`src/rtl/seg_scan_ctrl.sv`:
```
// Time-multiplexed 7-segment scan controller for NDIG common-anode digits.
// Double-buffered update port; new values are committed only at a frame boundary.
module seg_scan_ctrl #(
    parameter int unsigned NDIG      = 4,
    parameter int unsigned DWELL     = 1000,
    parameter int unsigned BLANK_CYC = 16
) (
    input  logic              clk,
    input  logic              rst,
    input  logic              en,
    input  logic              upd_valid,
    input  logic [4*NDIG-1:0] upd_data,
    output logic              upd_ready,
    output logic [6:0]        seg,
    output logic [NDIG-1:0]   an,
    output logic              frame_done
);

    localparam int unsigned MAXC = (DWELL > BLANK_CYC) ? DWELL : BLANK_CYC;
    localparam int unsigned TW   = (MAXC > 1) ? $clog2(MAXC) : 1;
    localparam int unsigned IW   = (NDIG > 1) ? $clog2(NDIG) : 1;
    localparam int unsigned DW   = 4 * NDIG;

    localparam logic [TW-1:0] DWELL_LAST = TW'(DWELL - 1);
    localparam logic [TW-1:0] BLANK_LAST = TW'(BLANK_CYC - 1);
    localparam logic [IW-1:0] IDX_LAST   = IW'(NDIG - 1);
    localparam logic [6:0]    SEG_OFF    = 7'b1111111;

    typedef enum logic {ST_BLANK, ST_DRIVE} state_t;

    state_t          state_q, state_d;
    logic [TW-1:0]   timer_q, timer_d;
    logic [IW-1:0]   idx_q, idx_d;
    logic [DW-1:0]   disp_q, disp_d;
    logic [DW-1:0]   shadow_q, shadow_d;
    logic            pend_q, pend_d;
    logic            frame_end;
    logic [NDIG-1:0] an_d;
    logic [6:0]      seg_d;
    logic            fd_d;

    // Hex to active-low {g,f,e,d,c,b,a}
    function automatic logic [6:0] dec(input logic [3:0] h);
        case (h)
            4'h0: dec = 7'b1000000;
            4'h1: dec = 7'b1111001;
            4'h2: dec = 7'b0100100;
            4'h3: dec = 7'b0110000;
            4'h4: dec = 7'b0011001;
            4'h5: dec = 7'b0010010;
            4'h6: dec = 7'b0000010;
            4'h7: dec = 7'b1111000;
            4'h8: dec = 7'b0000000;
            4'h9: dec = 7'b0010000;
            4'hA: dec = 7'b0001000;
            4'hB: dec = 7'b0000011;
            4'hC: dec = 7'b1000110;
            4'hD: dec = 7'b0100001;
            4'hE: dec = 7'b0000110;
            default: dec = 7'b0001110;
        endcase
    endfunction

    // Next-state, buffer handshake and registered-output values
    always_comb begin
        state_d   = state_q;
        timer_d   = timer_q + TW'(1);
        idx_d     = idx_q;
        disp_d    = disp_q;
        shadow_d  = shadow_q;
        pend_d    = pend_q;
        frame_end = 1'b0;
        an_d      = '1;
        seg_d     = SEG_OFF;
        fd_d      = 1'b0;

        if (!en) begin
            state_d = ST_BLANK;
            timer_d = '0;
            idx_d   = '0;
        end else begin
            case (state_q)
                ST_BLANK: begin
                    if (timer_q == BLANK_LAST) begin
                        state_d = ST_DRIVE;
                        timer_d = '0;
                    end
                end
                ST_DRIVE: begin
                    if (timer_q == DWELL_LAST) begin
                        state_d = ST_BLANK;
                        timer_d = '0;
                        if (idx_q == IDX_LAST) begin
                            idx_d     = '0;
                            frame_end = 1'b1;
                        end else begin
                            idx_d = idx_q + IW'(1);
                        end
                    end
                end
                default: state_d = ST_BLANK;
            endcase
        end

        // Commit happens only while pending, so it can never coincide with an accept
        if (upd_valid && !pend_q) begin
            shadow_d = upd_data;
            pend_d   = 1'b1;
        end else if (pend_q && (frame_end || !en)) begin
            disp_d = shadow_q;
            pend_d = 1'b0;
        end

        if (state_d == ST_DRIVE) begin
            an_d  = ~(NDIG'(1) << idx_d);
            seg_d = dec(4'(disp_d >> {idx_d, 2'b00}));
            fd_d  = (idx_d == IDX_LAST) && (timer_d == DWELL_LAST);
        end
    end

    always_ff @(posedge clk or posedge rst) begin
        if (rst) begin
            state_q    <= ST_BLANK;
            timer_q    <= '0;
            idx_q      <= '0;
            disp_q     <= '0;
            shadow_q   <= '0;
            pend_q     <= 1'b0;
            an         <= '1;
            seg        <= SEG_OFF;
            frame_done <= 1'b0;
            upd_ready  <= 1'b1;
        end else begin
            state_q    <= state_d;
            timer_q    <= timer_d;
            idx_q      <= idx_d;
            disp_q     <= disp_d;
            shadow_q   <= shadow_d;
            pend_q     <= pend_d;
            an         <= an_d;
            seg        <= seg_d;
            frame_done <= fd_d;
            upd_ready  <= ~pend_d;
        end
    end

endmodule
```
`config.mk`:
```
export PLATFORM = sky130hd
export DESIGN_NAME = seg_scan_ctrl
export DESIGN_NICKNAME = d
export VERILOG_FILES = /design/src/rtl/seg_scan_ctrl.sv
export SDC_FILE = /design/constraint.sdc
export NUM_CORES = 1
export LEC_CHECK = 0
export ABC_AREA = 1
export CAP_MARGIN = 20
export CORE_MARGIN = 5
export CORE_UTILIZATION = 40
export CTS_CLUSTER_SIZE = 30
export DETAILED_ROUTE_END_ITERATION = 16
export PLACE_DENSITY = 0.63
export SLEW_MARGIN = 15
export SYNTH_ARGS = -nofsm -noshare
export SYNTH_HDL_FRONTEND = slang
export SYNTH_SLANG_ARGS = --single-unit
```
`constraint.sdc`:
```
create_clock -name clk -period 4.34 [get_ports clk]
set_input_delay 0.651 -clock clk [delete_from_list [all_inputs] [get_ports clk]]
set_output_delay 0.651 -clock clk [all_outputs]
set_load 0.05 [all_outputs]
```
==> impl_metrics.env <==
export IMPL_start_util=0.413
export IMPL_routed_via_count=2171
export IMPL_yosysWarnings=0
export IMPL_rsz0062_at_grt="no"
export IMPL_grt_usage=0.130
export IMPL_reg2regPathDepth=18
export IMPL_clk_latency_ps=340
export IMPL_setup_viol=0
export IMPL_r2r_slack_ps=1490
export IMPL_die_height_um=96.7
export IMPL_io_buffer_count=32
export IMPL_syn_nets=358
export IMPL_cts_tree="built"
export IMPL_synth_edf_count=0
export IMPL_holdBufCountCts=0
export IMPL_slew_viol_final=0
export IMPL_seq_area_frac_synth=0.496
export IMPL_fmax_ghz=0.351
export IMPL_globalRouteOverflowTotal=0
export IMPL_cts_root_buffer="clkbuf_8"
export IMPL_whs_path_depth=2
export IMPL_tightest_slew_ps=718
export IMPL_drt_iter0_drc=76
export IMPL_post_route_drc_count=0
export IMPL_min_from="disp_q[11]$_DFF_PP0_"
export IMPL_fin_tns_setup_ps=0
export IMPL_cp_max_fo=23
export IMPL_p_per_area_mw_per_mm2=425
export IMPL_numCtsBuffers=9
export IMPL_fp_dieW_um=96.7
export IMPL_period_minus_slack_ps=2850
export IMPL_synthDominantCellAreaShare=0.391
export IMPL_grt_max_degree=32
export IMPL_placed_cells=455
export IMPL_p_leak_nw=1.69
export IMPL_synth_cell_types=30
export IMPL_routedWlPerCell_um=11.8
export IMPL_antenna_found_initial=0
export IMPL_rows=31
export IMPL_clock_sinks=59
export IMPL_ys_ff_latch=59
export IMPL_finalNetCount=395
export IMPL_r2r_end="seg[3]$_DFF_PP1_"
export IMPL_yosysTopAreaCell="dfrtp_1"
export IMPL_min_to="disp_q[11]$_DFF_PP0_"
export IMPL_skew_ps=12.9
export IMPL_synthTopCellsByArea="dfrtp_1, nand2_1, dfstp_2"
export IMPL_dieArea_mm2=0.00936
export IMPL_cp_startpoint="timer_q[0]$_DFF_PP0_"
export IMPL_final_cell_mix="nand2_1, dfrtp_1, inv_1, clkdlybuf4s50_1, nor2_1"
export IMPL_synthArstFlopShare=1.00
export IMPL_routed_wl_um=5560
export IMPL_synth_area_mm2=0.00301
export IMPL_drtPass1Iterations=4
export IMPL_worstSetupPathType="flip-flop to flip-flop"
export IMPL_final_antenna_net_count=0
export IMPL_clockBufferDepth=2
export IMPL_core_area_mm2=0.00729
export IMPL_worstPathArrival_ps=3110
export IMPL_syn_to_final_growth_pct=20.0
export IMPL_cp_end_kind="flip-flop"
export IMPL_gp_congestion=0.832
export IMPL_ios=33
export IMPL_hpwl_um=4140
export IMPL_diodes=0
export IMPL_slew_headroom=0.520
export IMPL_layout_cells_non_filler=471
export IMPL_cts_resized=0
export IMPL_timing_final_crit_share=0.656
export IMPL_critPathLaunchType="flip-flop"
export IMPL_cp_required_ps=4610
export IMPL_via_per_inst=4.61
export IMPL_vdd_drop_max_v=0.000254
export IMPL_grt_pass1_vias=2223
export IMPL_crit_path_frequent_cell="nand2_1"
export IMPL_grt_pass1_wl_um=9970
export IMPL_path_cells="ha_1 > nand2_1 > nor2_2 > nand3_4 > nand2_4 > nand3_4 > inv_1 > nand2_1 > nand2_1 > nand2_1 > o21ai_1 > inv_1 > nand2_1 > ha_1 > inv_1 > nand2_2 > nand3_1 > nand3_1"
export IMPL_postCtsSetupBuffers=0
export IMPL_syn_inst=330
export IMPL_clk_pin_slew_ps=70
export IMPL_synth_flop_cell="dfrtp_1"
export IMPL_cpPeakStageDelay_ps=400
export IMPL_r2r_start="timer_q[0]$_DFF_PP0_"
export IMPL_status="finished clean"
export IMPL_htreeDepth=3
export IMPL_max_cap_viol_count=0
export IMPL_drive_gt1_frac=0.226
export IMPL_hold_class="flip-flop to flip-flop"
export IMPL_critical_path_slowest_cell="dfrtp_1"
export IMPL_mostFrequentLayoutCell="nand2_1"
export IMPL_hold_viol_final=0
export IMPL_syn_area_per_cell_um2=9.12
export IMPL_timing_hold_ws_ps=482
-- final cells by class --
| cell class | instances | area [um^2] |
|---|---|---|
| Clock buffer | 9 | 124 |
| Clock inverter | 7 | 77.6 |
| Fill cell | 715 | 3680 |
| Inverter | 39 | 146 |
| Multi-Input combinational cell | 225 | 1320 |
| Sequential cell | 59 | 1490 |
| Tap cell | 99 | 124 |
| Timing Repair Buffer | 33 | 328 |
-- cell families after synthesis --
group,after synthesis,synth area share
AOI/OAI and AO/OA,14,0.0291
xor gates and xnor gates,8,0.0233
adders and majority gates,8,0.0333
buffers and inverters,46,0.0657
DFF,59,0.496
muxes,13,0.0486
and+or+nand+nor,182,0.304
-- per-layer routing --
metal / vias to the layer above / share of wire / wire length, um / track usage
met3: 9 / 0.043 / 237 / 0.0511
li1: 1116 / - / - / -
met5: - / 0 / 0 / 0
met1: 1006 / 0.47 / 2610 / 0.162
met4: 0 / 0.013 / 74 / 0.0421
met2: 40 / 0.47 / 2640 / 0.206
-- power breakdown --
| part | switching (mW) | internal, mW | total, mW |
|---|---|---|---|
| Combinational | 0.218 | 0.141 | 0.359 |
| Sequential | 0.0384 | 0.639 | 0.677 |
| Clock | 0.230 | 0.268 | 0.499 |
-- cell usage after synthesis (3+ instances only) --
master	instances
inv_1	37
nor2_2	3
mux2_2	13
dfrtp_1	47
o21ai_0	4
buf_6	3
dfstp_2	12
a21oi_1	4
nor2_1	28
nand2_1	85
nand4_1	13
xor2_1	7
o21ai_2	3
nand3_1	19
ha_1	8
nor2_4	5
nand2_2	19
-- worst max-delay path, delay by kind of cell (launching register included) --
kind / cells / cell delay (ps)
AND/OR/NAND/NOR: 12 / 1400
adder cells (fa/ha/maj): 2 / 460
AO/OA/AOI/OAI: 1 / 120
flip-flops: 1 / 400
buffers and inverters: 3 / 380
-- state kept, by name (all words and copies together), names as in the netlist --
signal / flops
shadow_q: 16
timer_q: 10
disp_q: 16
upd_ready: 1
pend_q: 1
seg: 7
frame_done: 1
idx_q: 2
an: 4
state_q: 1
-- worst max-delay path by stage --
stage / endpoint / slack [ps] / cells past startpoint
3_3_place_gp: seg[3]$_DFF_PP1_ / 1300 / 15
2_1_floorplan: seg[3]$_DFF_PP1_ / 2060 / 17
6_report: seg[3]$_DFF_PP1_ / 1490 / 18
5_1_grt: seg[0]$_DFF_PP1_ / 1150 / 18
4_1_cts: seg[3]$_DFF_PP1_ / 1500 / 18
3_5_place_dp: seg[3]$_DFF_PP1_ / 1230 / 15
-- per-stage QoR --
stage / util / setup slack [ps] / instance area (um^2) / total power, mW
2_1_floorplan: - / 2060 / 3010 / 0.962
3_3_place_gp: 0.468 / 1300 / 3410 / 1.04
3_5_place_dp: 0.468 / 1230 / 3410 / 1.05
4_1_cts: 0.495 / 1500 / 3610 / 1.55
5_1_grt: 0.495 / 1150 / 3610 / 1.64
6_report: 0.495 / 1490 / 3610 / 1.53
Power figures use the tool's default switching activity.
